$ cat config.mk
export PLATFORM = sky130hd
export DESIGN_NAME = pc_stack_unit_flat
export DESIGN_NICKNAME = d
export VERILOG_FILES = /design/src/rtl/pc_stack_unit_if.sv /design/src/rtl/pc_stack_unit.sv /design/src/flat_wrapper.sv
export SDC_FILE = /design/constraint.sdc
export NUM_CORES = 1
export LEC_CHECK = 0
export BUFFER_PORTS_ARGS = -buffer_cell sky130_fd_sc_hd__buf_2
export CORE_MARGIN = 2
export CORE_UTILIZATION = 60
export DETAILED_ROUTE_END_ITERATION = 8
export GPL_ROUTABILITY_DRIVEN = 0
export MAX_ROUTING_LAYER = met4
export PLACE_DENSITY = 0.8
export RECOVER_POWER = 100
export SETUP_SLACK_MARGIN = 0.2
export SYNTH_ARGS = -nofsm -noshare
export SYNTH_HDL_FRONTEND = slang
export SYNTH_SLANG_ARGS = --single-unit
$ cat constraint.sdc
create_clock -name clk -period 7.55 [get_ports clk]
set_clock_uncertainty 0.1 [all_clocks]
set_input_delay 1.51 -clock clk [delete_from_list [all_inputs] [get_ports clk]]
set_output_delay 1.51 -clock clk [all_outputs]
set_load 0.03 [all_outputs]
$ cat src/rtl/pc_stack_unit_if.sv
// Control-unit side bundle for the program-counter/return-stack unit.
// The master drives the mode strobes and targets; the slave returns the PC and stack status.
interface pc_stack_unit_if #(
  parameter int ADDR_W      = 12,
  parameter int STACK_DEPTH = 8
);
  localparam int LVL_W = $clog2(STACK_DEPTH + 1);

  logic              EN;
  logic              LOAD;
  logic              BRANCH;
  logic              CALL;
  logic              RET;
  logic              CLR_ERR;
  logic [ADDR_W-1:0] DATA_IN;
  logic [ADDR_W-1:0] OFFSET;
  logic [ADDR_W-1:0] DATA_OUT;
  logic [LVL_W-1:0]  STACK_LEVEL;
  logic              STK_EMPTY;
  logic              STK_FULL;
  logic              STK_OVF;
  logic              STK_UNF;

  modport master (
    output EN, LOAD, BRANCH, CALL, RET, CLR_ERR, DATA_IN, OFFSET,
    input  DATA_OUT, STACK_LEVEL, STK_EMPTY, STK_FULL, STK_OVF, STK_UNF
  );

  modport slave (
    input  EN, LOAD, BRANCH, CALL, RET, CLR_ERR, DATA_IN, OFFSET,
    output DATA_OUT, STACK_LEVEL, STK_EMPTY, STK_FULL, STK_OVF, STK_UNF
  );
endinterface

$ cat src/rtl/pc_stack_unit.sv
// Program counter with increment, absolute/relative jumps and a LIFO return-address stack.
// Every output comes from registered state; strobes act on the next rising edge.
module pc_stack_unit #(
  parameter int                ADDR_W      = 12,
  parameter int                STACK_DEPTH = 8,
  parameter logic [ADDR_W-1:0] RESET_VEC   = '0
) (
  input  logic            clk,
  input  logic            REST,
  pc_stack_unit_if.slave  bus
);

  localparam int LVL_W = $clog2(STACK_DEPTH + 1);
  localparam int PTR_W = $clog2(STACK_DEPTH);

  typedef enum logic [2:0] {
    OP_HOLD,
    OP_INC,
    OP_BRANCH,
    OP_RET,
    OP_CALL,
    OP_LOAD
  } op_e;

  function automatic logic [ADDR_W-1:0] wrap_inc(input logic [ADDR_W-1:0] a);
    return a + ADDR_W'(1);
  endfunction

  function automatic logic [ADDR_W-1:0] wrap_add(input logic [ADDR_W-1:0]        a,
                                                 input logic signed [ADDR_W-1:0] d);
    return a + $unsigned(d);
  endfunction

  op_e                      op_p0;
  logic signed [ADDR_W-1:0] offset_p0;
  logic [ADDR_W-1:0]        pc_inc_p0;
  logic [ADDR_W-1:0]        pc_p0;
  logic [LVL_W-1:0]         level_p0;
  logic                     ovf_p0;
  logic                     unf_p0;
  logic                     push_p0;
  logic [PTR_W-1:0]         wr_ptr_p0;
  logic [PTR_W-1:0]         top_ptr_p0;
  logic [ADDR_W-1:0]        top_p0;

  logic [ADDR_W-1:0]        pc_p1;
  logic [LVL_W-1:0]         level_p1;
  logic                     ovf_p1;
  logic                     unf_p1;
  logic                     full_p1;
  logic                     empty_p1;

  logic [ADDR_W-1:0]        stack_mem [STACK_DEPTH];

  assign full_p1    = (level_p1 == LVL_W'(STACK_DEPTH));
  assign empty_p1   = (level_p1 == '0);
  assign offset_p0  = bus.OFFSET;
  assign pc_inc_p0  = wrap_inc(pc_p1);
  // Pointer arithmetic wraps mod 2^PTR_W, so a full stack still yields the correct top slot.
  assign wr_ptr_p0  = level_p1[PTR_W-1:0];
  assign top_ptr_p0 = wr_ptr_p0 - PTR_W'(1);
  assign top_p0     = stack_mem[top_ptr_p0];

  always_comb begin
    op_p0 = OP_HOLD;
    if      (bus.LOAD)   op_p0 = OP_LOAD;
    else if (bus.CALL)   op_p0 = OP_CALL;
    else if (bus.RET)    op_p0 = OP_RET;
    else if (bus.BRANCH) op_p0 = OP_BRANCH;
    else if (bus.EN)     op_p0 = OP_INC;
  end

  always_comb begin
    pc_p0    = pc_p1;
    level_p0 = level_p1;
    push_p0  = 1'b0;
    ovf_p0   = ovf_p1 & ~bus.CLR_ERR;
    unf_p0   = unf_p1 & ~bus.CLR_ERR;
    unique case (op_p0)
      OP_LOAD:   pc_p0 = bus.DATA_IN;
      OP_CALL: begin
        if (full_p1) begin
          ovf_p0 = 1'b1;
        end else begin
          push_p0  = 1'b1;
          level_p0 = level_p1 + LVL_W'(1);
          pc_p0    = bus.DATA_IN;
        end
      end
      OP_RET: begin
        if (empty_p1) begin
          unf_p0 = 1'b1;
        end else begin
          level_p0 = level_p1 - LVL_W'(1);
          pc_p0    = top_p0;
        end
      end
      OP_BRANCH: pc_p0 = wrap_add(pc_p1, offset_p0);
      OP_INC:    pc_p0 = pc_inc_p0;
      default:   pc_p0 = pc_p1;
    endcase
  end

  // ---- stage p0 -> p1: control and PC registers ----
  always_ff @(posedge clk or negedge REST) begin
    if (!REST) begin
      pc_p1    <= RESET_VEC;
      level_p1 <= '0;
      ovf_p1   <= 1'b0;
      unf_p1   <= 1'b0;
    end else begin
      pc_p1    <= pc_p0;
      level_p1 <= level_p0;
      ovf_p1   <= ovf_p0;
      unf_p1   <= unf_p0;
    end
  end

  // Return-address storage carries no reset; a push coinciding with reset is dropped.
  always_ff @(posedge clk) begin
    if (push_p0 && REST) stack_mem[wr_ptr_p0] <= pc_inc_p0;
  end

  assign bus.DATA_OUT    = pc_p1;
  assign bus.STACK_LEVEL = level_p1;
  assign bus.STK_EMPTY   = empty_p1;
  assign bus.STK_FULL    = full_p1;
  assign bus.STK_OVF     = ovf_p1;
  assign bus.STK_UNF     = unf_p1;

endmodule

$ cat src/flat_wrapper.sv
// flat-port wrapper written by rule: the top's interface ports become plain ports
module pc_stack_unit_flat 
#(
  parameter int                ADDR_W      = 12,
  parameter int                STACK_DEPTH = 8,
  parameter logic [ADDR_W-1:0] RESET_VEC   = '0
)
  (clk, REST, bus_EN, bus_LOAD, bus_BRANCH, bus_CALL, bus_RET, bus_CLR_ERR, bus_DATA_IN, bus_OFFSET, bus_DATA_OUT, bus_STACK_LEVEL, bus_STK_EMPTY, bus_STK_FULL, bus_STK_OVF, bus_STK_UNF);
  pc_stack_unit_if #(.ADDR_W(ADDR_W), .STACK_DEPTH(STACK_DEPTH)) bus_i ();
  input  logic clk;
  input  logic REST;
  input wire logic [$bits(bus_i.EN)-1:0] bus_EN;
  input wire logic [$bits(bus_i.LOAD)-1:0] bus_LOAD;
  input wire logic [$bits(bus_i.BRANCH)-1:0] bus_BRANCH;
  input wire logic [$bits(bus_i.CALL)-1:0] bus_CALL;
  input wire logic [$bits(bus_i.RET)-1:0] bus_RET;
  input wire logic [$bits(bus_i.CLR_ERR)-1:0] bus_CLR_ERR;
  input wire logic [$bits(bus_i.DATA_IN)-1:0] bus_DATA_IN;
  input wire logic [$bits(bus_i.OFFSET)-1:0] bus_OFFSET;
  output wire logic [$bits(bus_i.DATA_OUT)-1:0] bus_DATA_OUT;
  output wire logic [$bits(bus_i.STACK_LEVEL)-1:0] bus_STACK_LEVEL;
  output wire logic [$bits(bus_i.STK_EMPTY)-1:0] bus_STK_EMPTY;
  output wire logic [$bits(bus_i.STK_FULL)-1:0] bus_STK_FULL;
  output wire logic [$bits(bus_i.STK_OVF)-1:0] bus_STK_OVF;
  output wire logic [$bits(bus_i.STK_UNF)-1:0] bus_STK_UNF;
  assign bus_i.EN = bus_EN;
  assign bus_i.LOAD = bus_LOAD;
  assign bus_i.BRANCH = bus_BRANCH;
  assign bus_i.CALL = bus_CALL;
  assign bus_i.RET = bus_RET;
  assign bus_i.CLR_ERR = bus_CLR_ERR;
  assign bus_i.DATA_IN = bus_DATA_IN;
  assign bus_i.OFFSET = bus_OFFSET;
  assign bus_DATA_OUT = bus_i.DATA_OUT;
  assign bus_STACK_LEVEL = bus_i.STACK_LEVEL;
  assign bus_STK_EMPTY = bus_i.STK_EMPTY;
  assign bus_STK_FULL = bus_i.STK_FULL;
  assign bus_STK_OVF = bus_i.STK_OVF;
  assign bus_STK_UNF = bus_i.STK_UNF;
  pc_stack_unit #(.ADDR_W(ADDR_W), .STACK_DEPTH(STACK_DEPTH), .RESET_VEC(RESET_VEC)) u_core (.clk(clk), .REST(REST), .bus(bus_i));
endmodule
==> key figures <==
Route
  • First drt pass iteration count: 5
  • Routed Antenna Nets: 0
  • WL/cell: 22.1 um
  • Iter 0 DRT Violations: 377
  • Routed via count: 3647
  • DRT Wirelength: 12.6 mm
  • Via density: 6.41
  • # DRC: 0

Outcome
  • Violated checks: capacitance limit, slew limit
  • Status: finished, violations left

Setup path
  • Crit path capture type: output pin
  • WP data arrival: 3.56 ns
  • Worst path required time: 5.94 ns
  • Critical path class: reg2out
  • Crit Path Max Fanout: 28
  • CP Launch Type: flip-flop

Clock tree
  • Worst-skew pair later-pin latency: 0.51 ns
  • Clk root buf: clkbuf_8
  • Clock sink count: 114
  • Clock slew at reported path FFs: 0.06 ns
  • H-Tree Depth: 4
  • Cts hold-fix bufs: 0
  • Number of gates resized after CTS: 0
  • CTS tree: yes
  • Max Buffers Root-to-Sink: 2
  • Post-CTS repair timing setup buffer count: 0
  • CTS Buf Count: 17

Timing
  • Slew headroom: -39.8%
  • Final critical-path share of the clock period: 68.5%
  • Setup TNS: 0 ns
  • Final setup vio count: 0
  • Final hold vios: 0
  • Worst-Margin Slew: 2.10 ns
  • Slew Viols, Final: 29
  • Hold slack final: 0.454 ns
  • F_max: 193 MHz
  • Crit path time final: 5.17 ns
  • RSZ-0062 raised after global routing: no

Power and ir drop
  • Pwr Density: 372 nW/um^2
  • Worst vdd ir: 0.194 mV
  • Leakage: 0.00235 uW
  • Power consumption: 2400 uW

Synthesis
  • Ys async rst share: 15.8%
  • Mapped Area: 5590 sq um
  • Primary FF master, synth: edfxtp_1
  • Syn. warnings: 0
  • Synth cell types: 60
  • Synth top area share: 51.6%
  • Cell taking the most area after synthesis: edfxtp_1
  • Top cells by area, synth: edfxtp_1 (52%), dfrtp_1 (8.1%), mux4_1 (5.6%)
  • Post-synth EDFFs: 96
  • Register bit count reported by yosys: 114
  • Avg Inst Size Synth: 14.6 sq um
  • Register area share after synthesis: 59.6%
  • Net Count, Synth: 431
  • Gate count of the mapped netlist: 382

Global routing
  • First-pass GRT wire length: 19.3 mm
  • Number of global-route vias before repair: 3478
  • Largest net degree at the start of global routing: 29
  • Grt ovf: 0
  • Initial antenna violation count: 0
  • Gr usage total: 27.3%

Run
  • Max-cap violations: 1

Floorplan
  • Overall die height: 101 um
  • # rows: 35
  • Initial Utilization: 61.1%
  • Die X: 101 um
  • Die area: 10100 sq um
  • Top Ports: 52
  • Core box area: 9150 sq um

Layout
  • Area Growth Syn to Fin: 15.3%
  • Final Cell Area: 6440 sq um
  • Most common cell after layout, fill and taps aside: edfxtp_1
  • Utilization after layout: 70.4%
  • Fill cells: 594
  • Ant. Diodes: 0
  • Share of layout cells above drive strength 1: 18.6%
  • Most frequent cells in the layout: edfxtp_1 (96), buf_2 (30), nor2_1 (28), clkbuf_1 (28), nand2_1 (23)
  • Final net count: 495

Placement
  • Placed inst area: 5960 sq um
  • PortBufs: 51
  • Detailed placer's ending HPWL: 7.99 mm

Hold path
  • HP Class: reg2reg
registers in the layout (all words and copies together), names as in the netlist:
register and count:
u_core.bus.STK_UNF 1, u_core.bus.STK_OVF 1, u_core.stack_mem 96, u_core.bus.STACK_LEVEL 4
u_core.bus.DATA_OUT 12
area by class of cell:
class	count	area [sq um]	share of cell area, %
Inverter	13	48.8	0.757
Sequential cell	114	3330	51.7
Clock inverter	14	154	2.39
Clock buffer	17	414	6.43
Tap cell	111	139	2.15
Multi-Input combinational cell	241	2090	32.5
Timing Repair Buffer	59	263	4.08
kinds of logic (layout without fill, tap and decap cells):
group           count (synthesis)  count (layout)  share of synthesized area (%)
compound gates                 75              75                           9.38
xor+xnor                       21              21                           3.29
fa+ha+maj                      17              17                           4.07
buf+inv                        27             103                           2.60
flops                         114             114                           59.6
mux                            37              37                           12.9
simple gates                   91              91                           8.15
cell usage after synthesis (all sizes together) (3+ instances only):
cell,count
buf,10
xor2,6
nand3,8
ha,15
mux4,24
clkbuf,4
nor2,29
a31oi,3
o32ai,3
dfrtp,18
a21o,3
a21oi,18
and3,3
inv,13
or2,4
nor3,5
nor3b,3
xnor2,15
nand2,23
a211oi,4
nand2b,8
o21ai,16
o211ai,3
edfxtp,96
mux2i,10
o22ai,6
mux2,3
through the flow:
stage / worst slack [ns] / instances
6_report: 2.38 / 569
3_5_place_dp: 3.64 / 538
5_1_grt: 2.13 / 569
3_3_place_gp: 3.76 / 538
2_1_floorplan: 4.13 / 382
4_1_cts: 3.77 / 569
where the power goes:
| part | internal [uW] | switching (uW) | leakage (uW) |
|---|---|---|---|
| logic | 338 | 461 | 0.000999 |
| registers | 770 | 58.3 | 0.00108 |
| clock network | 472 | 298 | 0.000273 |
| total | 1580 | 818 | 0.00235 |
layer usage:
metal	up-vias	track usage (%)	wire length (um)
met4	0	9.38	238
met3	23	6.24	1020
li1	1636	-	-
met1	1799	35.1	5130
met2	189	43.4	6190
met5	-	-	0
critical path: stages (launching register included):
cell,delay [ns]
dfrtp_1,0.32
clkbuf_1,1.49
inv_1,0.40
ha_1,0.41
nand3b_1,0.14
inv_1,0.07
clkbuf_1,0.21
path summary, 6_finish.rpt:
check,start,to,slack [ns],cells after the start
worst max register to register,u_core.bus.STACK_LEVEL[0],u_core.bus.DATA_OUT[6],2.60,8
worst min register to register,u_core.bus.STK_OVF,u_core.bus.STK_OVF,0.45,1
worst max-delay path,u_core.bus.STACK_LEVEL[0],bus_STK_FULL,2.38,6
worst min-delay path,u_core.bus.STK_OVF,u_core.bus.STK_OVF,0.45,1
max in group asynchronous,REST,u_core.bus.DATA_OUT[3],5.60,1
min in group asynchronous,REST,u_core.bus.STK_UNF,1.08,1
Note: power is estimated with default switching activity, not from simulation.
